**src/rtl/bg_tile_renderer.sv**
```systemverilog
// Background tile renderer: scrolled tile-map lookup, tile-sheet fetch, one RGB444 pixel per clk.
// Latency 3 + MAP_LAT + SHEET_LAT clk (5 by default); rgb, rgb_valid, hsync_out and vsync_out share it.
// No backpressure: every input is sampled every cycle and the pipe never stalls.
//
// Ports:
//   clk, reset                 pixel clock, asynchronous active-high reset
//   video_on, hsync_in,        raw timing from the sync generator for the pixel at (x, y)
//   vsync_in, x, y
//   bg_x_offset                horizontal scroll in pixels, applied to the very next sampled pixel
//   map_addr / map_data        tile-map RAM port (data valid MAP_LAT cycles after the address)
//   sheet_addr / sheet_data    tile-sheet ROM port (data valid SHEET_LAT cycles after the address)
//   rgb, rgb_valid             output pixel and its active-video qualifier
//   hsync_out, vsync_out       sync delayed to line up with rgb
module bg_tile_renderer #(
  parameter int          TILE_COLS       = 40,
  parameter int          TILE_ROWS       = 30,
  parameter int          MAP_LAT         = 1,
  parameter int          SHEET_LAT       = 1,
  parameter logic [11:0] BG_COLOR        = 12'h6AF,
  parameter logic [11:0] TRANSPARENT_KEY = 12'hF0F
) (
  input  logic        clk,
  input  logic        reset,
  input  logic        video_on,
  input  logic        hsync_in,
  input  logic        vsync_in,
  input  logic [9:0]  x,
  input  logic [9:0]  y,
  input  logic [3:0]  bg_x_offset,
  output logic [15:0] map_addr,
  input  logic [31:0] map_data,
  output logic [13:0] sheet_addr,
  input  logic [11:0] sheet_data,
  output logic [11:0] rgb,
  output logic        rgb_valid,
  output logic        hsync_out,
  output logic        vsync_out
);

  // Side-band carried from S0 while the map read is in flight.
  typedef struct packed {
    logic       von;
    logic       hs;
    logic       vs;
    logic [3:0] px;
    logic [3:0] py;
  } s0_t;

  // Decoded map entry with flips already applied to the in-tile coordinates.
  typedef struct packed {
    logic       von;
    logic       hs;
    logic       vs;
    logic       en;
    logic [2:0] row;
    logic [2:0] col;
    logic [3:0] px;
    logic [3:0] py;
  } s1_t;

  // Side-band carried while the sheet read is in flight.
  typedef struct packed {
    logic von;
    logic hs;
    logic vs;
    logic en;
  } sb_t;

  // Captured sheet pixel plus its side-band, consumed by the output stage.
  typedef struct packed {
    sb_t        sb;
    logic [11:0] pix;
  } cap_t;

  // Sync shadows reset high (idle level) so no spurious sync pulse walks out after reset.
  localparam s0_t  S0_RST  = '{von: 1'b0, hs: 1'b1, vs: 1'b1, px: 4'd0, py: 4'd0};
  localparam s1_t  S1_RST  = '{von: 1'b0, hs: 1'b1, vs: 1'b1, en: 1'b0,
                               row: 3'd0, col: 3'd0, px: 4'd0, py: 4'd0};
  localparam sb_t  SB_RST  = '{von: 1'b0, hs: 1'b1, vs: 1'b1, en: 1'b0};
  localparam cap_t CAP_RST = '{sb: SB_RST, pix: 12'd0};

  logic [10:0] sx;
  logic [6:0]  tc;
  logic [4:0]  tr;
  logic [15:0] map_addr_d, map_addr_q;
  s0_t         s0_d;
  s0_t         s0_q [MAP_LAT];
  s0_t         s0_m;
  s1_t         s1_d, s1_q;
  logic [13:0] sheet_addr_d, sheet_addr_q;
  sb_t         s2_q [SHEET_LAT];
  cap_t        cap_d, cap_q;
  logic [11:0] rgb_d, rgb_q;
  logic        rgb_valid_q, hsync_out_q, vsync_out_q;

  // Entry bits above the enable are reserved for the engine.
  logic unused_map_bits;
  assign unused_map_bits = ^map_data[31:9];

  // S0: scrolled tile coordinates. sx never exceeds 654, so one subtract is enough to wrap.
  always_comb begin
    sx = 11'(x) + 11'(bg_x_offset);
    tc = sx[10:4];
    if (tc >= 7'(TILE_COLS)) tc = tc - 7'(TILE_COLS);
    tr = y[8:4];
    if (y >= 10'(TILE_ROWS * 16)) tr = 5'd0;
    map_addr_d = 16'(tr) * 16'(TILE_COLS) + 16'(tc);
    s0_d = '{von: video_on, hs: hsync_in, vs: vsync_in, px: sx[3:0], py: y[3:0]};
  end

  // S1: map entry meets the side-band that waited for it. For 4 bits, ~p == 15 - p.
  always_comb begin
    s0_m = s0_q[MAP_LAT-1];
    s1_d = '{von: s0_m.von, hs: s0_m.hs, vs: s0_m.vs, en: map_data[8],
             row: map_data[5:3], col: map_data[2:0],
             px: map_data[6] ? ~s0_m.px : s0_m.px,
             py: map_data[7] ? ~s0_m.py : s0_m.py};
  end

  // S2: 128x128 sheet, 8x8 grid of 16x16 tiles.
  assign sheet_addr_d = {s1_q.row, s1_q.py, s1_q.col, s1_q.px};

  assign cap_d = '{sb: s2_q[SHEET_LAT-1], pix: sheet_data};

  // S3: blanking forces black; disabled tiles and keyed pixels show the background colour.
  always_comb begin
    rgb_d = 12'd0;
    if (cap_q.sb.von) begin
      if (!cap_q.sb.en || cap_q.pix == TRANSPARENT_KEY) rgb_d = BG_COLOR;
      else                                              rgb_d = cap_q.pix;
    end
  end

  always_ff @(posedge clk or posedge reset) begin
    if (reset) begin
      map_addr_q <= 16'd0;
      for (int i = 0; i < MAP_LAT; i++) s0_q[i] <= S0_RST;
      s1_q         <= S1_RST;
      sheet_addr_q <= 14'd0;
      for (int i = 0; i < SHEET_LAT; i++) s2_q[i] <= SB_RST;
      cap_q        <= CAP_RST;
      rgb_q        <= 12'd0;
      rgb_valid_q  <= 1'b0;
      hsync_out_q  <= 1'b1;
      vsync_out_q  <= 1'b1;
    end else begin
      map_addr_q <= map_addr_d;
      s0_q[0]    <= s0_d;
      for (int i = 1; i < MAP_LAT; i++) s0_q[i] <= s0_q[i-1];
      s1_q         <= s1_d;
      sheet_addr_q <= sheet_addr_d;
      s2_q[0]      <= '{von: s1_q.von, hs: s1_q.hs, vs: s1_q.vs, en: s1_q.en};
      for (int i = 1; i < SHEET_LAT; i++) s2_q[i] <= s2_q[i-1];
      cap_q        <= cap_d;
      rgb_q        <= rgb_d;
      rgb_valid_q  <= cap_q.sb.von;
      hsync_out_q  <= cap_q.sb.hs;
      vsync_out_q  <= cap_q.sb.vs;
    end
  end

  assign map_addr   = map_addr_q;
  assign sheet_addr = sheet_addr_q;
  assign rgb        = rgb_q;
  assign rgb_valid  = rgb_valid_q;
  assign hsync_out  = hsync_out_q;
  assign vsync_out  = vsync_out_q;

endmodule

```
**config.mk**
```make
export PLATFORM = sky130hd
export DESIGN_NAME = bg_tile_renderer
export DESIGN_NICKNAME = d
export VERILOG_FILES = /design/src/rtl/bg_tile_renderer.sv
export SDC_FILE = /design/constraint.sdc
export NUM_CORES = 1
export LEC_CHECK = 0
export CAP_MARGIN = 20
export CORE_MARGIN = 1
export CORE_UTILIZATION = 41
export DETAILED_ROUTE_END_ITERATION = 12
export PLACE_DENSITY = 0.74
export SLEW_MARGIN = 0
export SYNTH_ARGS = -nofsm -noshare
export SYNTH_HDL_FRONTEND = slang
export SYNTH_SLANG_ARGS = --single-unit
```
**constraint.sdc**
```tcl
create_clock -name clk -period 8.5 [get_ports clk]
set_clock_uncertainty 0.15 [all_clocks]
set_input_delay 1.7 -clock clk [delete_from_list [all_inputs] [get_ports clk]]
set_output_delay 1.7 -clock clk [all_outputs]
set_load 0.05 [all_outputs]
```
; ---- Word level (Yosys, flattened, before mapping)
; Cells that the tools add are included.
[classes]
add_sub_neg = 3
n_mul = 1
magnitude_cmp = 2
n_eq_ne = 1
mux = 6
bitwise = 2
n_reduce_logical = 2
[ops]
columns = operator, count
row1 = 12-bit two-way mux, 2
row2 = 11-bit by 7-bit adder with 12-bit output, 1
row3 = "12-bit == test, second input constant", 1
row4 = 10-bit by 4-bit adder with 11-bit output, 1
row5 = "10-bit by 9-bit >= comparator with 1-bit output, second input constant", 1
row6 = "5-bit by 3-bit multiplier with 8-bit output, second input constant", 1
row7 = 4-bit two-way mux, 2
row8 = 4-bit NOT, 2
row9 = "7-bit by 6-bit >= comparator with 1-bit output, second input constant", 1
row10 = 7-bit two-way mux, 1
row11 = "7-bit by 6-bit subtractor with 7-bit output, second input constant", 1
row12 = 5-bit two-way mux, 1
row13 = 1-bit logical NOT, 1
row14 = 1-bit logical OR, 1
[totals]
reg_bits = 90
output_inout_bits = 45
wordCells = 45

; ---- Longest topological paths before layout
; Gate-level depths: netlist (run 1).
[logic_depth]
ltp_word = 4
ltp_mapped = 16
depth_no_buf = 16

; ---- Worst setup path before layout (run 1)
; OpenSTA, ideal clock, no wires.
[synth_timing]
kind = input to register
start = input port x[0]
end = register map_addr_q[9], in the netlist map_addr[9]
setup_ns = 0.129
t_arrival_ns = 4.318
t_required_ns = 8.221
slack_ns = 3.902
path_stages = 16
n_path_buf = 0
cell_sequence = ha_1 > inv_1 > fa_1 > nand2b_1 > o2bb2ai_1 > or2_1 > o221a_1 > a21oi_1 > ha_1 > inv_1 > fa_1 > nor2b_1 > o21ai_1 > nand2b_1 > nand3_1 > xor2_1
[synth_between]
elab_chain_len = 4
[synth_rtl]
columns = element, line
row1 = "start, declared", 27  ; input logic [9:0] x,
row2 = 10-bit by 4-bit adder with 11-bit output (*), 102  ; sx = 11'(x) + 11'(bg_x_offset);
row3 = 7-bit by 6-bit subtractor with 7-bit output or 7-bit by 6-bit >= comparator with 1-bit output (tied branches), 104  ; if (tc >= 7'(TILE_COLS)) tc = tc - 7'(TILE_COLS);
row4 = 7-bit two-way mux (*), 104
row5 = 11-bit by 7-bit adder with 12-bit output (*), 107  ; map_addr_d = 16'(tr) * 16'(TILE_COLS) + 16'(tc);
row6 = named net map_addr_d[9], 85  ; logic [15:0] map_addr_d, map_addr_q;
row7 = "end signal, assigned", 147  ; map_addr_q <= map_addr_d;
row8 = "end, declared", 85
; The timed path passes the listed nets; every way through them passes the cells marked *.

; ---- Worst setup path in the final report (run 1)
; Ends and elaborated chain as after synthesis.

==> results of run 1 <==
-- placed cells by master, fill, tap and decap left out, types with 2 or more instances in the layout --
cell / Yosys / final
a211o_1: 2 / 2
a211oi_1: 3 / 3
a21boi_0: 6 / 6
a21o_1: 3 / 3
a21oi_1: 6 / 6
a21oi_2: 2 / 2
and2_1: 6 / 6
and3_1: 3 / 3
clkbuf_8: 0 / 10
clkdlybuf4s50_1: 0 / 90
clkinv_2: 0 / 2
clkinvlp_4: 0 / 2
conb_1: 1 / 5
dfrtp_1: 80 / 80
dfstp_2: 10 / 10
fa_1: 3 / 3
ha_1: 14 / 14
inv_1: 17 / 16
nand2_1: 7 / 7
nand2b_1: 5 / 5
nand3_1: 4 / 4
nor2_1: 5 / 5
o21a_1: 2 / 2
or2_1: 2 / 2
or3_1: 2 / 2
or4_1: 2 / 2
xnor2_1: 6 / 6
xor2_1: 12 / 12
-- synth_stat cells, drive strengths merged, types with 5 or more instances --
cell type / n / area, um2
a21boi: 6 / 45.0
a21oi: 8 / 47.6
and2: 6 / 37.5
buf: 5 / 41.3
dfrtp: 80 / 2000
dfstp: 10 / 263
ha: 14 / 175
inv: 17 / 63.8
nand2: 7 / 26.3
nand2b: 5 / 31.3
nor2: 5 / 18.8
xnor2: 6 / 52.6
xor2: 12 / 105
-- sequential cells by signal, indices dropped and copies added, names as in the netlist --
register	cells
cap_d	4
cap_q	16
hsync_out	1
map_addr	12
rgb	12
rgb_valid	1
s0_m	11
s1_q	18
sheet_addr	14
vsync_out	1
-- logic make-up after synthesis --
kind of cell	Yosys count	share of synthesized area, %
compound gates	36	8.34
xor+xnor	18	4.77
fa+ha+maj	17	7.12
buf+inv	24	3.41
flops	90	68.6
mux	2	0.758
other cells	1	0.114
simple gates	41	6.90
-- final cells by class --
type                       instances  area [um2]  area share [%]
multi-input combinational        119         940            20.8
timing repair buffer              92         936            20.7
tap                              102         128            2.83
clock buffer                      11         141            3.13
inverter                          18        68.8            1.52
sequential                        90        2260            50.2
clock inverter                     5        37.5           0.831
-- worst max-delay path, cell delays in order --
cell,delay [ns]
clkdlybuf4s50_1,0.46
ha_1,0.20
inv_1,0.07
fa_1,0.40
nand2b_1,0.16
o2bb2ai_1,0.19
or2_1,0.30
o221a_1,0.23
a21oi_1,0.17
ha_1,0.19
inv_1,0.05
fa_1,0.41
nor2b_1,0.13
o21ai_1,0.07
nand2b_1,0.12
nand3_1,0.10
xor2_1,0.16
-- path summary, 6_finish.rpt --
check	from	cells after the start	slack, ns	to
worst max-delay path	x[0]	17	3.48	map_addr[9]
worst min-delay path	s1_q[11]	0	0.20	sheet_addr[11]
worst max register to register	cap_q[3]	4	6.74	rgb[11]
worst min register to register	s1_q[11]	0	0.20	sheet_addr[11]
max in group asynchronous	reset	4	6.09	s0_m[9]
min in group asynchronous	reset	3	1.49	s1_q[9]
-- report_power, final --
| part | switching (mW) | total, mW | internal, mW |
|---|---|---|---|
| clock | 0.135 | 0.251 | 0.115 |
| sequential | 0.0110 | 0.477 | 0.466 |
| combinational | 0.120 | 0.195 | 0.0747 |
| total | 0.267 | 0.922 | 0.655 |
-- stage by stage --
stage | area (um2) | hold WS (ns)
6_report | 4520 | 0.198
2_1_floorplan | 3320 | 0.181
4_1_cts | 4490 | 0.203
3_3_place_gp | 4310 | 0.181
3_5_place_dp | 4310 | 0.185
5_1_grt | 4520 | 0.211
-- routing by layer --
metal | share of wire (%) | wire length [um]
met5 | 0 | 0
met4 | 3.1 | 163
met3 | 5.0 | 260
met2 | 52 | 2740
met1 | 39 | 2060
==> flow_metrics.tcl, run 1 <==
set metrics [dict create \
    drv_slew 0 \
    criticalPathCategory "primary input to flip-flop" \
    die_h_um 91.7 \
    cts_tree "built" \
    synth_area_um2 3300 \
    final_nets 420 \
    p_leak_nw 2.03 \
    pin_count 118 \
    grt_use_met2_pct 23.8 \
    wirelength_mm 5.23 \
    gr-total-overflow 0 \
    drt-initial-drc-count 75 \
    status "complete, no violations" \
    vias 1972 \
    startpoint_type "primary input" \
    setup_slack_ns 3.48 \
    grt_pass1_vias 1934 \
    relSlewSlack_pct 63.7 \
    seq_area_frac_synth_pct 68.6 \
    core_area_um2 7770 \
    crit_arrival_ns 5.09 \
    synth_edf_count 0 \
    post-route-period-util_pct 59.1 \
    dp_hpwl_mm 3.95 \
    start_util_pct 42.5 \
    min_path_type "flip-flop to flip-flop" \
    vdd_ir_drop_max_uv 77.8 \
    ctsHtreeMaxLevel 3 \
    power_density_nw_per_um2 204 \
    area_growth_pct 36.8 \
    synth.avg_cell_area_um2 14.4 \
    cts.sinks 90 \
    finalWeightedCongestion 0.896 \
    grt-busiest-layer "met2" \
    postCtsSetupRepairBufs 0 \
    antenna_cells 0 \
    die_area_um2 8420 \
    met3_usage_pct 4.15 \
    yosys_warnings 0 \
    viasPerCell 4.51 \
    clk-insertion-delay-late_ns 0.34 \
    cp-end-kind "flip-flop" \
    drv_cap 0 \
    drt_first_pass_iters 2 \
    dp.cells 420 \
    layout-drive-gt1-share_pct 9.85 \
    finalHoldViolations 0 \
    antenna_found_initial 0 \
    portBuffers 90 \
    clock.fmax_ghz 0.199 \
    fillCellCount 633 \
    finalSetupTns_ns 0 \
    post-route-util_pct 58.1 \
    cts.repair.resized 0 \
    synth_ff_type "dfrtp_1" \
    wl_per_cell_um 12.0 \
    cts-root-buf "clkbuf_8" \
    fin_cells 437 \
    drc 0 \
    ys_types 47 \
    grt_max_degree 91 \
    detail-route-antenna-nets 0 \
    clkSlewWorstSetupHoldPaths_ns 0.08 \
    synthCells 229 \
    period_needed_ns 5.02 \
    die_w_um 91.7 \
    place_ws_ns 3.09 \
    worst-slew-pin-transition_ns 0.543 \
    setup_viol 0 \
    cp_data_required_time_ns 8.57 \
    cts_hold_buffers 0 \
    clock_path_buffers 2 \
    use_met1_pct 15.5 \
    p_total_mw 0.922 \
    ys_ff_latch 90 \
    cts_made_buffers 9 \
    grt_util_all_layers_pct 13.9 \
    rsz0062_at_grt "no" \
    grt_first_pass_wirelength_mm 8.80 \
    crit_path_max_fanout 4 \
    num_rows 32 \
    async_flop_share_pct 100 \
]
Note: power is estimated with default switching activity, not from simulation.
==> run 2: changes to the inputs <==
CORE_UTILIZATION = 40   (was 41)
PLACE_DENSITY = 0.76   (was 0.74)
clock period = 4.6 ns   (was 8.5 ns; I/O delays follow)
==> run 2 against run 1 <==
Net effect: hold slack improved by 0.0021 ns; total power increased by 83%; register-to-register slack got worse by 3.9 ns; clock-buffer cell count increased by 2; critical path type unchanged; final area decreased by 0.44%; critical endpoint unchanged; core utilization decreased by 0.85 points; critical path depth unchanged; die area increased by 2.4%; wire length decreased by 1.5%.
==> flow_metrics.tcl, run 2 (synthesized netlist as in run 1, its figures left out) <==
set metrics [dict create \
    p_leak_nw 2.03 \
    power_density_nw_per_um2 376 \
    antenna_found_initial 0 \
    p_int_mw 1.22 \
    portBuffers 90 \
    p_total_mw 1.69 \
    start_util_pct 42.1 \
    wirelength_mm 5.15 \
    cp_data_required_time_ns 4.66 \
    clk-insertion-delay-late_ns 0.33 \
    period_needed_ns 4.12 \
    p_comb_share_pct 21.2 \
    startpoint_type "primary input" \
    relSlewSlack_pct 56.1 \
    seqPwrFrac_pct 52.0 \
    drv_cap 0 \
    cp-end-kind "flip-flop" \
    largest_reg_flops 18 \
    gr-total-overflow 0 \
    finalWeightedCongestion 0.883 \
    grt_first_pass_wirelength_mm 8.67 \
    final_cell_mix "90 x clkdlybuf4s50_1, 80 x dfrtp_1, 16 x inv_1" \
    rrSetupSlack_ns 2.85 \
    finalHoldViolations 0 \
    postCtsSetupRepairBufs 0 \
    die_w_um 92.9 \
    rsz0062_at_grt "no" \
    cts.sinks 90 \
    drv_slew 0 \
    post-route-period-util_pct 89.7 \
    wl_per_cell_um 11.8 \
    status "complete, no violations" \
    ctsHtreeMaxLevel 3 \
    grt_util_all_layers_pct 13.0 \
    switchingPower_mw 0.471 \
    final_nets 421 \
    vdd_ir_drop_max_uv 143 \
    die_area_um2 8620 \
    dp_hpwl_mm 4.01 \
    core_area_um2 7850 \
    layout_commonest_cell "clkdlybuf4s50_1" \
    cts_hold_buffers 0 \
    finalSetupTns_ns 0 \
    clock_path_buffers 2 \
    p_sw_share_pct 27.9 \
    clkSlewWorstSetupHoldPaths_ns 0.07 \
    grt_pass1_vias 2000 \
    multi_input_area_um2 940 \
    antenna_cells 0 \
    drt_first_pass_iters 4 \
    post-route-util_pct 57.3 \
    viasPerCell 4.49 \
    drc 0 \
    cts.repair.resized 0 \
    fin_cells 437 \
    drt-initial-drc-count 61 \
    pin_count 118 \
    fillCellCount 669 \
    cp_top_family "adder cells" \
    worst-slew-pin-transition_ns 0.657 \
    cp_slowest_stage_delay_ns 0.46 \
    setup_viol 0 \
    ff_latch_area_um2 2260 \
    criticalPathCategory "primary input to flip-flop" \
    cts-root-buf "clkbuf_8" \
    cts_tree "built" \
    area_growth_pct 36.2 \
    layout-drive-gt1-share_pct 9.55 \
    critPathBufInv 3 \
    die_h_um 92.9 \
    top_register "s1_q" \
    grt_max_degree 43 \
    dp.cells 422 \
    num_rows 32 \
    critPathSlowestCell "clkdlybuf4s50_1" \
    clock.fmax_ghz 0.242 \
    cts_made_buffers 9 \
    vias 1962 \
    crit_arrival_ns 4.19 \
    detail-route-antenna-nets 0 \
    crit_path_max_fanout 3 \
    clockPowerShare_pct 26.7 \
    crit_path_cell_trace "clkdlybuf4s50_1 -> ha_1 -> inv_1 -> fa_1 -> nand2b_1 -> o2bb2ai_1 -> or2_1 -> o221a_1 -> a21oi_1 -> ha_1 -> inv_1 -> fa_1 -> nor2b_1 -> o21ai_1 -> nand2b_1 -> nand3_1 -> xor2_1" \
    min_path_type "flip-flop to flip-flop" \
]
[run 2: cell count changes in the layout (fill, tap and decap cells not counted)]
cell        previous run  this run
clkinvlp_4             2         1
clkbuf_8              10        11
clkbuf_1               1         2
clkinv_4               1         0
buf_4                  1         3
inv_6                  1         0
buf_16                 1         0
[run 2: final cells by class]
class / instances / area share (%)
tap: 102 / 2.84
multi-input combinational: 119 / 20.9
clock buffer: 13 / 3.53
timing repair buffer: 93 / 20.5
inverter: 18 / 1.53
clock inverter: 2 / 0.278
sequential: 90 / 50.4
[run 2: worst register-to-register path, stage by stage (launching register included)]
cell     delay (ns)
dfrtp_1        0.33
inv_1          0.04
or4_1          0.55
o311a_1        0.40
and2_1         0.16
[run 2: path summary, 6_finish.rpt]
kind                           from        endpoint  cells past startpoint
min                        s1_q[13]  sheet_addr[13]                      0
min in group asynchronous     reset     map_addr[6]                      2
max reg2reg                cap_q[3]          rgb[6]                      4
max in group asynchronous     reset          rgb[4]                      3
max                            x[0]     map_addr[9]                     17
min reg2reg                s1_q[13]  sheet_addr[13]                      0
[run 2: power groups by stage]
stage	logic (mW)	registers (mW)	clock network, mW
after floorplan	0.0964	1.02	0
after global placement	0.358	0.894	0
after detailed placement	0.362	0.897	0
after CTS	0.363	0.881	0.472
after global routing	0.383	0.887	0.505
final	0.359	0.880	0.452
[run 2: metrics by stage]
step | hold slack (ns) | setup slack (ns) | cell area (um2)
after floorplan | 0.181 | 0.782 | 3320
after global placement | 0.181 | 0.148 | 4320
after detailed placement | 0.186 | 0.111 | 4320
after CTS | 0.204 | 0.474 | 4500
after global routing | 0.207 | 0.286 | 4500
final | 0.201 | 0.475 | 4500
[run 2: layer usage]
| metal | GRT usage (%) | routed length, um | up-vias |
|---|---|---|---|
| li1 | - | - | 955 |
| met1 | 15.7 | 2120 | 921 |
| met2 | 22.4 | 2630 | 77 |
| met3 | 2.96 | 282 | 9 |
| met4 | 5.51 | 116 | 0 |
| met5 | 0 | 0 | - |
